[src/rtl/hicore_plic_claimer.sv]
// Hardware PLIC claim/complete engine: claims the pending interrupt over ICB,
// hands the ID to a local consumer, then writes it back once the consumer is done.
`timescale 1ns/1ps
module hicore_plic_claimer #(
  parameter int                   ADDR_SIZE    = 32,
  parameter int                   REG_SIZE     = 32,
  parameter int                   ID_WIDTH     = 2,
  parameter logic [ADDR_SIZE-1:0] CLAIM_ADDR   = 32'h0C20_0004,
  parameter int                   GUARD_CYCLES = 3
) (
  input  logic                  clk,
  input  logic                  rst,
  input  logic                  enable,
  input  logic                  plic_ext_irq,
  output logic                  icb_cmd_valid,
  input  logic                  icb_cmd_ready,
  output logic                  icb_cmd_read,
  output logic [ADDR_SIZE-1:0]  icb_cmd_addr,
  output logic [REG_SIZE-1:0]   icb_cmd_wdata,
  output logic [REG_SIZE/8-1:0] icb_cmd_wmask,
  input  logic                  icb_rsp_valid,
  output logic                  icb_rsp_ready,
  input  logic [REG_SIZE-1:0]   icb_rsp_rdata,
  input  logic                  icb_rsp_err,
  output logic [ID_WIDTH-1:0]   irq_id,
  output logic                  irq_id_valid,
  input  logic                  irq_done,
  output logic                  busy,
  output logic [7:0]            err_cnt
);

  typedef enum logic [2:0] {
    IDLE,
    CLAIM_CMD,
    CLAIM_RSP,
    HOLD,
    CMPL_CMD,
    CMPL_RSP,
    GUARD
  } state_t;

  // Counter is loaded one short so GUARD lasts exactly GUARD_CYCLES cycles.
  localparam logic [3:0] GUARD_LOAD = 4'(GUARD_CYCLES - 1);

  state_t              state, state_nxt;
  logic [3:0]          guard_cnt, guard_cnt_nxt;
  logic [ID_WIDTH-1:0] id_q, id_nxt;
  logic [7:0]          err_q, err_nxt;
  logic [ID_WIDTH-1:0] rsp_id;
  logic [7:0]          err_inc;
  logic                unused_rdata;

  assign rsp_id       = icb_rsp_rdata[ID_WIDTH-1:0];
  assign unused_rdata = ^icb_rsp_rdata[REG_SIZE-1:ID_WIDTH];
  assign err_inc      = (err_q == 8'hFF) ? err_q : err_q + 8'd1;

  always_ff @(posedge clk) begin
    if (rst) begin
      state     <= IDLE;
      guard_cnt <= '0;
      id_q      <= '0;
      err_q     <= '0;
    end else begin
      state     <= state_nxt;
      guard_cnt <= guard_cnt_nxt;
      id_q      <= id_nxt;
      err_q     <= err_nxt;
    end
  end

  always_comb begin
    state_nxt     = state;
    guard_cnt_nxt = guard_cnt;
    id_nxt        = id_q;
    err_nxt       = err_q;
    case (state)
      IDLE:      if (enable && plic_ext_irq) state_nxt = CLAIM_CMD;
      CLAIM_CMD: if (icb_cmd_ready) state_nxt = CLAIM_RSP;
      CLAIM_RSP: begin
        if (icb_rsp_valid) begin
          // Errored or spurious (ID 0) claims skip the consumer and the write-back.
          if (icb_rsp_err || rsp_id == '0) begin
            if (icb_rsp_err) err_nxt = err_inc;
            state_nxt     = GUARD;
            guard_cnt_nxt = GUARD_LOAD;
          end else begin
            id_nxt    = rsp_id;
            state_nxt = HOLD;
          end
        end
      end
      HOLD:      if (irq_done) state_nxt = CMPL_CMD;
      CMPL_CMD:  if (icb_cmd_ready) state_nxt = CMPL_RSP;
      CMPL_RSP: begin
        if (icb_rsp_valid) begin
          if (icb_rsp_err) err_nxt = err_inc;
          state_nxt     = GUARD;
          guard_cnt_nxt = GUARD_LOAD;
        end
      end
      GUARD: begin
        if (guard_cnt == '0) state_nxt = IDLE;
        else guard_cnt_nxt = guard_cnt - 4'd1;
      end
      default:   state_nxt = IDLE;
    endcase
  end

  // All outputs decode registered state only, so ICB inputs never reach ICB outputs combinationally.
  assign icb_cmd_valid = (state == CLAIM_CMD) || (state == CMPL_CMD);
  assign icb_cmd_read  = (state == CLAIM_CMD);
  assign icb_cmd_addr  = icb_cmd_valid ? CLAIM_ADDR : '0;
  assign icb_cmd_wdata = (state == CMPL_CMD) ? {{(REG_SIZE-ID_WIDTH){1'b0}}, id_q} : '0;
  assign icb_cmd_wmask = (state == CMPL_CMD) ? {(REG_SIZE/8){1'b1}} : '0;
  assign icb_rsp_ready = (state == CLAIM_RSP) || (state == CMPL_RSP);
  assign irq_id        = id_q;
  assign irq_id_valid  = (state == HOLD);
  assign busy          = (state != IDLE);
  assign err_cnt       = err_q;

endmodule

[config.mk]
export PLATFORM = sky130hd
export DESIGN_NAME = hicore_plic_claimer
export DESIGN_NICKNAME = d
export VERILOG_FILES = /design/src/rtl/hicore_plic_claimer.sv
export SDC_FILE = /design/constraint.sdc
export NUM_CORES = 1
export LEC_CHECK = 0
export ABC_AREA = 1
export CORE_UTILIZATION = 36
export CTS_CLUSTER_DIAMETER = 60
export DETAILED_ROUTE_END_ITERATION = 16
export GPL_TIMING_DRIVEN = 0
export PLACE_DENSITY = 0.82
export SYNTH_ARGS = -nofsm -noshare
export SYNTH_HDL_FRONTEND = slang
export SYNTH_SLANG_ARGS = --single-unit
[constraint.sdc]
create_clock -name clk -period 1.8 [get_ports clk]
set_clock_uncertainty 0.1 [all_clocks]
set_input_delay 0.36 -clock clk [delete_from_list [all_inputs] [get_ports clk]]
set_output_delay 0.36 -clock clk [all_outputs]
set_load 0.02 [all_outputs]
# After elaboration in Yosys (flattened, before gate mapping)
# Index checks and enable logic that the tools add are counted.
[totals]
mem_bits_ro = 0
out_inout_bits = 83
latch_bits = 0
wordCells = 60
register_bits = 17
ram_bits = 0
memories = 0
in_bits = 40
[op_classes]
shifts = 0
n_div = 0
magnitude_cmp = 0
add_sub_neg = 2
reduce_logical = 14
mux = 23
n_eq_ne = 16
multipliers = 0
n_bitwise = 1
[ops]
columns = ["cell", "n"]
rows = [
  ["two-way mux 8 bit", 5],
  ["two-way mux 28 bit", 1],
  ["two-way mux 3 bit", 8],
  ["one-hot mux 3 bit (7 select lines)", 1],
  ["two-way mux 4 bit", 5],
  ["!= test 2 bit (second input constant)", 8],
  ["one-hot mux 8 bit (2 select lines)", 1],
  ["one-hot mux 4 bit (3 select lines)", 1],
  ["== test 3 bit (second input constant)", 3],
  ["adder 8 x 1 -> 8 bit (second input constant)", 1],
  ["== test 8 bit (second input constant)", 1],
  ["AND reduction 7 bit", 1],
  ["== test 3 x 2 -> 1 bit (second input constant)", 2],
  ["nonzero test 3 bit", 2],
  ["AND reduction 5 bit", 1],
  ["logical NOT 4 bit", 1],
  ["AND reduction 4 bit", 1],
  ["subtractor 4 x 1 -> 4 bit (second input constant)", 1],
  ["== test 3 x 1 -> 1 bit (second input constant)", 1],
  ["logical NOT 3 bit", 1],
  ["logical OR 1 bit", 3],
  ["AND reduction 3 bit", 1],
  ["logical NOT 2 bit", 1],
  ["two-way mux 2 bit", 1],
  ["other kinds (4)", 4],
]

# Longest topological paths before layout
# Gate-level depths: netlist of run 1.
[logic_depth]
word_depth = 6
depth_mapped = 11
ltp_nobuf = 10

# Worst setup path after synthesis of run 1
# Ideal clock, no wire load.
[synth_path]
path_type = "register to output"
startpoint = "register state[1]"
endpoint = "output port icb_cmd_addr[21]"
path_slack_ns = -0.331
required_time_ns = 1.340
stages_incl_launch_ff = 8
arrival_ns = 1.671
path_buffers = 2
path_cell_list = "dfxtp_1 buf_6 nor2_1 inv_1 nor2_1 inv_1 nand2_1 buf_4"
[synth_between]
elab_chain_len = 3
elab_cells_between_ends = 4
classes_between = "2 x eq/ne; 1 x mux; 1 x reduce/logical"
[synth_lines]
columns = ["element", "line", "rtl"]
rows = [
  ["from (decl)", "45", "state_t state, state_nxt;"],
  ["from (signal assigned)", "64", "state <= state_nxt;"],
  ["== test 3 x 1 -> 1 bit / == test 3 bit (equally long branches)", "110", "assign icb_cmd_valid = (state == CLAIM_CMD) || (state == CMPL_CMD);"],
  ["logical OR 1 bit (*)", "110", ""],
  ["net icb_cmd_valid", "15", "output logic icb_cmd_valid,"],
  ["two-way mux 28 bit (*)", "112", "assign icb_cmd_addr = icb_cmd_valid ? CLAIM_ADDR : '0;"],
  ["to (decl)", "18", "output logic [ADDR_SIZE-1:0] icb_cmd_addr,"],
]
# The timed path passes the listed nets; every way through them passes the cells marked *.

# Worst setup path in the final report of run 1
[layout_path]
startpoint = "register state[1]"
endpoint = "output port icb_cmd_valid"
[layout_between]
elab_chain_len = 2
elab_cells_between_ends = 3
classes_between = "2 x eq/ne; 1 x reduce/logical"
[layout_lines]
columns = ["element", "line"]
rows = [
  ["== test 3 x 1 -> 1 bit / == test 3 bit (equally long branches)", "110"],
  ["logical OR 1 bit (*)", "110"],
  ["to (decl)", "15"],
]
# Mark *: on every way between the ends. The rest lies on a longest branch, timed or not.

==> flow_metrics.tcl, run 1 <==
set metrics [dict create \
    io_buffer_count 34 \
    grtUsageTotal_pct 14.6 \
    setup_viol 6 \
    syn_to_final_growth_pct 49.5 \
    die_w_um 72.1 \
    wl_um 3970 \
    clock_power_share_pct 11.4 \
    hold_violations 0 \
    cts_tree "done" \
    crit_path_start_kind "flip-flop" \
    max_clock_freq_mhz 536 \
    multi_input_area_um2 1040 \
    crit_path_end_kind "primary output" \
    rsz0062_at_grt "yes" \
    seq_area_um2 343 \
    finalNetCount 415 \
    p_sw_mw 1.09 \
    clockRootBuffer "clkbuf_8" \
    period_needed_ns 1.87 \
    ios 123 \
    utilization_pct 56.0 \
    dr.pass1.iters 5 \
    p_int_mw 1.40 \
    antenna_found_initial 0 \
    cp.arrival_ns 1.41 \
    fillers 419 \
    dp_hpwl_um 2910 \
    drc 0 \
    final_cells 438 \
    synth-seq-cells 17 \
    initial_core_util_pct 37.4 \
    die_h_um 72.1 \
    min_period_over_period_pct 104 \
    synth_edf_count 0 \
    syn_area_per_cell_um2 6.75 \
    syn_area_um2 1770 \
    core_um2 4720 \
    dieArea_um2 5200 \
    ir_drop_uv 352 \
    drive_gt1_share_pct 38.3 \
    seqPwrFrac_pct 18.8 \
    grt_pass1_wl_um 6200 \
    diodes 0 \
    synth.yosys.seq_area_share_pct 19.2 \
    grt-ovfl-total 0 \
    yosys_warnings 0 \
    cts_buffer_depth 2 \
    grt_pass1_vias 1495 \
    placedCellCount 420 \
    power-per-cell-area_nw_per_um2 942 \
    critPathRequiredTime_ns 1.34 \
    synth_cell_types 28 \
    pre_cts_ws_ns -0.473 \
    grt_max_degree 11 \
    violations "setup timing" \
    fin_ws_ns -0.0651 \
    p_sw_share_pct 43.8 \
    num_rows 25 \
    status "complete, but fails checks" \
    wl_per_cell_um 9.06 \
    clock_latency_ns 0.25 \
    criticalPathCategory "flip-flop to primary output" \
    vias_per_cell 4.00 \
    maxCapViolCount 0 \
    critical_path.max_fanout 5 \
    clkTransAtPathRegs_ns 0.06 \
    maxSlewViolCount 0 \
    cts_buffers 3 \
    drt-initial-drc-count 80 \
    leakagePower_nw 1.43 \
    async_flop_share_pct 0 \
    synth_ff_type "dfxtp_1" \
    postRouteAntennaNets 0 \
    finalSetupTns_ns -0.276 \
    hp-class "flip-flop to flip-flop" \
    cts_num_sinks 17 \
    netlist_instances 262 \
    vias 1753 \
    pwr-share-comb_pct 69.8 \
    h-tree-depth 1 \
    finalWeightedCongestion 0.870 \
]
==> synth_stat cells, types with 3 or more instances <==
cell	n	area share [%]
o21ai_0	3	0.85
dfxtp_1	17	19
ha_1	3	2.1
nand2_2	7	2.5
nor2_1	40	8.5
buf_6	4	2.5
nand2_1	52	11
nand3_2	7	4.0
buf_4	65	28
a21oi_1	10	2.8
inv_1	19	4.0
nand3_1	13	3.7
==> through the flow <==
stage	power [mW]	hold slack, ns	cell area [µm²]
after floorplan	1.51	0.329	1990
after global placement	1.82	0.365	2420
after detailed placement	1.86	0.381	2420
after CTS	2.34	0.390	2560
after global routing	2.65	0.418	2640
final	2.49	0.386	2640
==> power groups by stage <==
| stage | clock network (mW) | logic, mW | registers, mW |
|---|---|---|---|
| after floorplan | 0 | 1.03 | 0.478 |
| after global placement | 0 | 1.35 | 0.472 |
| after detailed placement | 0 | 1.39 | 0.475 |
| after CTS | 0.288 | 1.58 | 0.468 |
| after global routing | 0.310 | 1.86 | 0.477 |
| final | 0.285 | 1.74 | 0.469 |
==> worst paths after layout <==
path	from	end	slack (ns)	cells after the start
min reg2reg	irq_id[1]$_SDFFE_PP0P_	irq_id[1]$_SDFFE_PP0P_	0.39	2
max	state[1]$_SDFFE_PP0P_	icb_cmd_valid	-0.07	8
max reg2reg	state[1]$_SDFFE_PP0P_	state[0]$_SDFFE_PP0P_	0.05	12
min	irq_id[1]$_SDFFE_PP0P_	irq_id[1]$_SDFFE_PP0P_	0.39	2
==> repair_timing <==
action,CTS,global route
resized for setup,77,27
hold buffers,0,0
setup buffers,12,5
pin swaps,3,5
endpoints found under the setup margin,15,19
==> layer usage <==
metal / routed length [µm] / GRT usage, % / up-vias
met4: 38 / 3.92 / 0
met3: 202 / 1.39 / 4
met1: 1490 / 15.3 / 781
li1: - / - / 901
met2: 2230 / 30.1 / 67
met5: 0 / 0 / -
==> flip-flops by register name (all words and copies together), names as in the netlist <==
register and count:
state 3, guard_cnt 4, err_cnt 8, irq_id 2
==> worst max-delay path: stages (launching register included) <==
cell,delay (ns)
dfxtp_2,0.32
buf_6,0.12
nor2_4,0.14
inv_2,0.07
nor2_4,0.11
inv_2,0.07
nand2_4,0.09
buf_4,0.13
buf_6,0.10
==> area by class of cell <==
| cell class | count | share of cell area [%] |
|---|---|---|
| plain buffers | 69 | 21.0 |
| flip-flops and latches | 17 | 13.0 |
| inverters | 23 | 3.74 |
| repair buffers | 49 | 17.9 |
| well taps | 67 | 3.17 |
| clock buffers | 4 | 1.70 |
| multi-input cells | 209 | 39.5 |
==> cells by family (layout without fill, tap and decap cells) <==
logic type / Yosys count / in the layout / synth area share, %
AO/OA/AOI/OAI: 15 / 15 / 4.67
other: 1 / 58 / 0.212
adder cells (fa/ha/maj): 3 / 3 / 2.12
buffers and inverters: 93 / 145 / 36.6
flip-flops: 17 / 17 / 19.3
AND/OR/NAND/NOR: 133 / 133 / 37.2
==> layout by cell type (no fill, tap or decap), types with 4 or more instances in the layout <==
cell	synthesis	routed
conb_1	1	58
nand3_2	7	8
buf_4	65	68
nand2_1	52	49
inv_1	19	17
nor2_1	40	37
a21oi_1	10	9
nand2_2	7	8
clkdlybuf4s50_1	0	15
nor2_4	2	5
dlymetal6s2s_1	0	4
nand3_1	13	12
buf_6	4	24
nand2_4	2	4
dfxtp_1	17	15
buf_2	0	4
Note: power is estimated with default switching activity, not from simulation.
==> run 2, diff against run 1 <==
GPL_ROUTABILITY_DRIVEN = 0   (was unset)
==> results of run 2 <==
No change in the layout: final DEF, timing and power equal those of run 1.
